===== src/rtl/exe_mem_reg_pkg.sv =====
// Shared widths, status flag bit positions and EXE/MEM buffer state encodings
// for the execute-to-memory pipeline boundary.
package exe_mem_reg_pkg;

  localparam int REGISTER_FILE_LEN = 32;
  localparam int STATUS_REG_LEN    = 4;
  localparam int REG_ADDR_LEN      = 4;

  // Status register layout {Z,C,N,V}
  localparam int STATUS_Z = 3;
  localparam int STATUS_C = 2;
  localparam int STATUS_N = 1;
  localparam int STATUS_V = 0;

  typedef enum logic [1:0] {
    EXE_MEM_EMPTY = 2'd0,
    EXE_MEM_ONE   = 2'd1,
    EXE_MEM_FULL  = 2'd2
  } buf_state_e;

  // Carry bit as seen by the ALU carry_in.
  function automatic logic carry_of(input logic [STATUS_REG_LEN-1:0] status);
    return status[STATUS_C];
  endfunction

endpackage


===== src/rtl/exe_mem_reg_status_reg_unit.sv =====
// Architectural status register {Z,C,N,V}: loads on enable, clears on reset.
module status_reg_unit
  import exe_mem_reg_pkg::*;
#(
  parameter int W = STATUS_REG_LEN
) (
  input  logic         clk,
  input  logic         rst_n,
  input  logic         en,
  input  logic [W-1:0] d,
  output logic [W-1:0] q
);

  // NOTE: sequential state is always written with <= so every register
  // samples pre-edge values regardless of process evaluation order.
  always_ff @(posedge clk or negedge rst_n) begin
    if (!rst_n) begin
      q <= '0;
    end else if (en) begin
      q <= d;
    end
  end

endmodule


===== src/rtl/exe_mem_reg.sv =====
// EXE/MEM pipeline register with valid/ready handshake and status register.
// Define EXE_MEM_SKID_EN for a 2-entry skid buffer with a registered in_ready.
module exe_mem_reg
  import exe_mem_reg_pkg::*;
#(
  parameter int DATA_W     = REGISTER_FILE_LEN,
  parameter int REG_ADDR_W = REG_ADDR_LEN,
  parameter int STATUS_W   = STATUS_REG_LEN
) (
  input  logic                  clk,
  input  logic                  rst,
  input  logic                  in_valid,
  output logic                  in_ready,
  input  logic                  flush,
  input  logic [DATA_W-1:0]     alu_res,
  input  logic [DATA_W-1:0]     val_rm,
  input  logic [REG_ADDR_W-1:0] dest,
  input  logic                  wb_en,
  input  logic                  mem_r_en,
  input  logic                  mem_w_en,
  input  logic                  s_bit,
  input  logic [STATUS_W-1:0]   status_in,
  output logic                  out_valid,
  input  logic                  out_ready,
  output logic [DATA_W-1:0]     out_alu_res,
  output logic [DATA_W-1:0]     out_val_rm,
  output logic [REG_ADDR_W-1:0] out_dest,
  output logic                  out_wb_en,
  output logic                  out_mem_r_en,
  output logic                  out_mem_w_en,
  output logic [STATUS_W-1:0]   status_q
);

  localparam int PL_W = 2 * DATA_W + REG_ADDR_W + 3;

  buf_state_e      state_q, state_d;
  logic [PL_W-1:0] in_payload;
  logic [PL_W-1:0] out_q;
  logic [PL_W-1:0] out_src;
  logic            load_out;
  logic            accept;
  logic            push;
  logic            rel;
  logic            wb_q, mem_r_q, mem_w_q;

  assign in_payload = {alu_res, val_rm, dest, wb_en, mem_r_en, mem_w_en};
  assign out_valid  = (state_q != EXE_MEM_EMPTY);
  assign accept     = in_valid & in_ready;
  // A flushed beat is consumed but never becomes an entry.
  assign push       = accept & ~flush;
  assign rel        = out_valid & out_ready;

`ifdef EXE_MEM_SKID_EN
  logic [PL_W-1:0] skid_q;
  logic            load_skid;
  logic            in_ready_q;

  // NOTE: every signal assigned in always_comb gets a default first,
  // otherwise untaken branches infer latches.
  always_comb begin
    state_d   = state_q;
    load_out  = 1'b0;
    load_skid = 1'b0;
    out_src   = in_payload;
    unique case (state_q)
      EXE_MEM_EMPTY: begin
        if (push) begin
          state_d  = EXE_MEM_ONE;
          load_out = 1'b1;
        end
      end
      EXE_MEM_ONE: begin
        if (push && !rel) begin
          state_d   = EXE_MEM_FULL;
          load_skid = 1'b1;
        end else if (push && rel) begin
          load_out = 1'b1;
        end else if (rel) begin
          state_d = EXE_MEM_EMPTY;
        end
      end
      EXE_MEM_FULL: begin
        // in_ready is low here, so only the skid entry can advance.
        if (rel) begin
          state_d  = EXE_MEM_ONE;
          load_out = 1'b1;
          out_src  = skid_q;
        end
      end
      default: state_d = EXE_MEM_EMPTY;
    endcase
  end

  always_ff @(posedge clk or negedge rst) begin
    if (!rst) begin
      skid_q     <= '0;
      in_ready_q <= 1'b1;
    end else begin
      in_ready_q <= (state_d != EXE_MEM_FULL);
      if (load_skid) begin
        skid_q <= in_payload;
      end
    end
  end

  assign in_ready = in_ready_q;
`else
  always_comb begin
    state_d  = state_q;
    load_out = 1'b0;
    out_src  = in_payload;
    if (push) begin
      state_d  = EXE_MEM_ONE;
      load_out = 1'b1;
    end else if (rel) begin
      state_d = EXE_MEM_EMPTY;
    end
  end

  // Combinational from out_ready so a draining entry can be replaced in place.
  assign in_ready = ~out_valid | out_ready;
`endif

  always_ff @(posedge clk or negedge rst) begin
    if (!rst) begin
      state_q <= EXE_MEM_EMPTY;
      out_q   <= '0;
    end else begin
      state_q <= state_d;
      if (load_out) begin
        out_q <= out_src;
      end
    end
  end

  assign {out_alu_res, out_val_rm, out_dest, wb_q, mem_r_q, mem_w_q} = out_q;

  // Controls are masked so the memory stage never acts on a stale entry.
  assign out_wb_en    = wb_q    & out_valid;
  assign out_mem_r_en = mem_r_q & out_valid;
  assign out_mem_w_en = mem_w_q & out_valid;

  status_reg_unit #(
    .W (STATUS_W)
  ) u_status (
    .clk   (clk),
    .rst_n (rst),
    .en    (push & s_bit),
    .d     (status_in),
    .q     (status_q)
  );

endmodule


===== config.mk =====
export PLATFORM = sky130hd
export DESIGN_NAME = exe_mem_reg
export DESIGN_NICKNAME = d
export VERILOG_FILES = /design/src/rtl/exe_mem_reg_pkg.sv /design/src/rtl/exe_mem_reg_status_reg_unit.sv /design/src/rtl/exe_mem_reg.sv
export SDC_FILE = /design/constraint.sdc
export NUM_CORES = 1
export LEC_CHECK = 0
export ABC_AREA = 0
export CELL_PAD_IN_SITES_DETAIL_PLACEMENT = 1
export CELL_PAD_IN_SITES_GLOBAL_PLACEMENT = 2
export CORE_MARGIN = 2
export CORE_UTILIZATION = 28
export DETAILED_ROUTE_END_ITERATION = 10
export PLACE_DENSITY_LB_ADDON = 0.1
export SLEW_MARGIN = 10
export SYNTH_ARGS = -nofsm -noshare
export SYNTH_HDL_FRONTEND = slang
export SYNTH_SLANG_ARGS = --single-unit
export TNS_END_PERCENT = 30

===== constraint.sdc =====
create_clock -name clk -period 1.7 [get_ports clk]
set_input_delay 0.34 -clock clk [delete_from_list [all_inputs] [get_ports clk]]
set_output_delay 0.34 -clock clk [all_outputs]
set_load 0.01 [all_outputs]

==> metrics <==
average via count per standard cell=approximately 4.0; final slew viol count=0; slowest CP cell=sky130_fd_sc_hd__clkdlybuf4s50_1; Post-CTS Setup Bufs=0; status=completed; cell family contributing the most delay on the critical path=buffers and inverters; vias post-DR=roughly 2,100; Die X=around 120 um; Antenna diodes=0; setup repair after global routing missed its margin=false; Largest stage delay, worst path=around 0.55 ns; slew of the pin with the lowest slew margin=roughly 0.35 ns; global-route wire length before repair=approximately 13,000 um; crit-path cells=clkdlybuf4s50_1; violation count after the first detailed-routing iteration=44; Synth-to-Final Area Change=42.4%; total congestion overflow=0; GRT Overall Usage=between 10% and 20%; # clock sinks=76; Critical Path Sink Type=primary output; worst-case clock skew=around 0.0067 ns; number of CTS-inserted buffers=9; largest net degree at the start of global routing=60; average cell area after synthesis=~16 sq um; Top Ports=between 150 and 200; post-DP HPWL=~6000 um; post-synthesis cell area=about 0.0037 sq mm; GP Congestion=around 0.65; total wirelength of the detailed-routed design=8160 um; syn_nets=approximately 320; starting density of the core=between 20% and 30%; data required time of the worst path=1.36 ns; worst min-delay path category=input port to asynchronous set/reset pin; Synth Instances=between 200 and 250; core outline area=between 0.01 and 0.015 sq mm; Cell Rows=42; max frequency=about 600 MHz; minimum clock period after layout=between 1.5 and 2 ns; static power due to leakage=roughly 2.3 nW; final critical-path share of the clock period=between 90% and 100%; placement-stage cell area=0.00504 sq mm; number of cells in the design after placement=about 500; vertical extent of the die=roughly 120 um; wire length per cell after detailed routing=~16 um; initial antenna violation count=0; Root Buffer=sky130_fd_sc_hd__clkbuf_16; maximum buffer depth of the clock tree=2; number of port buffers=157; fraction of final layout cells sized beyond drive strength 1=a little under a third; post-route ant nets=0; data arrival time of the worst path=1.29 ns; Final Instance Area=between 0.005 and 0.006 sq mm; clock tree from TritonCTS=yes; number of DRC violations after detailed routing=0; number of buffer and inverter instances along the worst setup path=1; via count of the first global-routing pass=approximately 2,300; Clock Latency Late Sink=between 0.3 and 0.4 ns; category of the most critical setup path=flip-flop to primary output; Net count, final=422; worst setup path startpoint=state_q[0]$_DFFE_PN0P_; count of unique library cells instantiated by Yosys=12; areal power density over the cells=1090 mW/mm^2; CTS clock-pin slew for the worst setup and hold paths=roughly 0.06 ns; flop and latch count out of synthesis=between 70 and 80; total iterations of the first detailed-routing run=3; overall die area=~0.014 sq mm; peak supply drop=around 380 uV; Max FO, Critical Path=5; RR Startpoint=state_q[0]$_DFFE_PN0P_; Cell Count, Final, Fillers Out=522; Rel. slew slack=approximately 77%; Setup crit start kind=flip-flop; sequential share of the synthesized area=roughly half; number of hold-slack violations in the final timing report=0; reported max-cap violation count=0; count of synthesis-stage warnings from yosys=0; setup violation total in the final timing report=0; number of H-tree levels=3
[metrics by stage]
stage | util (%) | worst slack (ns) | power (mW) | TNS [ns] | hold WS (ns)
4_1_cts | 40.5 | 0.0394 | 5.92 | 0 | 0.427
3_3_place_gp | 38.4 | -0.273 | 4.08 | -16.38 | 0.237
3_5_place_dp | 38.4 | -0.278 | 4.09 | -16.89 | 0.242
2_1_floorplan | - | 0.203 | 3.49 | 0 | 0.0444
6_report | 40.5 | 0.0671 | 5.80 | 0 | 0.422
5_1_grt | 40.5 | 0.00140 | 6.11 | 0 | 0.457
[cells in the mapped netlist]
library cell               instances  area, sq um
sky130_fd_sc_hd__dfrtp_1          76         1900
sky130_fd_sc_hd__mux2_4           70         1050
sky130_fd_sc_hd__buf_4            68          510
sky130_fd_sc_hd__buf_12            7          140
sky130_fd_sc_hd__mux2_2            5         56.3
sky130_fd_sc_hd__and2_2            3         22.5
sky130_fd_sc_hd__buf_6             1         11.3
sky130_fd_sc_hd__inv_1             1         3.75
sky130_fd_sc_hd__nand2b_4          1         13.8
sky130_fd_sc_hd__nand4b_1          1         8.76
sky130_fd_sc_hd__nor3b_2           1         12.5
sky130_fd_sc_hd__o21ai_0           1         5.00
[placed cells by master, fill, tap and decap left out]
cell type and count:
sky130_fd_sc_hd__clkdlybuf4s50_1 152, sky130_fd_sc_hd__dfrtp_1 75, sky130_fd_sc_hd__mux2_4 70, sky130_fd_sc_hd__clkbuf_16 9
sky130_fd_sc_hd__buf_4 8, sky130_fd_sc_hd__buf_12 6, sky130_fd_sc_hd__mux2_2 5, sky130_fd_sc_hd__dlygate4sd2_1 4
sky130_fd_sc_hd__and2_2 3, sky130_fd_sc_hd__clkinvlp_4 2, sky130_fd_sc_hd__clkbuf_1 2, sky130_fd_sc_hd__clkinv_2 2
sky130_fd_sc_hd__nand2b_4 1, sky130_fd_sc_hd__inv_1 1, sky130_fd_sc_hd__nor3b_4 1, sky130_fd_sc_hd__nand4b_1 1
sky130_fd_sc_hd__o21ai_0 1, sky130_fd_sc_hd__clkbuf_8 1, sky130_fd_sc_hd__dlygate4sd3_1 1, sky130_fd_sc_hd__dfrtp_2 1
[cells by family after synthesis]
family | count (synthesis) | synth area share (%)
and+or+nand+nor | 6 | 1.54
buffers and inverters | 77 | 17.8
DFF | 76 | 50.9
AOI/OAI and AO/OA | 1 | 0.134
muxes | 75 | 29.6
[per-layer routing]
layer | vias up | track usage, % | wire, um
li1 | 928 | - | -
met1 | 1049 | 14.1 | 3380
met2 | 93 | 17.6 | 3710
met3 | 12 | 6.18 | 900
met4 | 0 | 5.74 | 165
met5 | - | 0 | 0
[worst paths after layout]
kind,cells after the start,slack (ns),to
setup / recovery,1,0.07,out_valid
hold / removal,2,0.42,out_q[69]$_DFFE_PN0P_
setup reg to reg,4,0.14,out_q[59]$_DFFE_PN0P_
hold reg to reg,1,0.51,out_q[35]$_DFFE_PN0P_
max in group asynchronous,3,0.65,out_q[19]$_DFFE_PN0P_
min in group clk,1,0.51,out_q[35]$_DFFE_PN0P_
[worst register-to-register path, delay by kind of cell (launching register included)]
family | cells | cell delay, ns
flops | 1 | 0.44
mux | 1 | 0.37
buf+inv | 1 | 0.32
simple gates | 2 | 0.31
[sequential cells by signal, indices dropped and copies added, names as in the netlist]
| signal | flops |
|---|---|
| u_status.q | 4 |
| out_q | 71 |
| state_q | 1 |
[layout make-up]
class / count / area [sq um]
Sequential cell: 76 / 1900
Clock inverter: 4 / 25.0
Inverter: 1 / 3.75
Clock buffer: 12 / 246
Timing Repair Buffer: 171 / 1750
Fill cell: 1368 / 7820
Multi-Input combinational cell: 82 / 1180
Tap cell: 176 / 220
[timing repair]
action	4_1_cts	5_1_grt
hold buffers	1	0
endpoints found under the hold margin	17	0
endpoints found under the setup margin	5	0
resized for setup	5	0
[report_power, final]
group	internal, mW	leakage [nW]	switching, mW
Combinational	1.18	1.28	0.530
Clock	1.02	0.129	0.732
Sequential	2.14	0.893	0.186
Total	4.35	2.30	1.45
No activity file was read; power rests on OpenSTA's default activity.
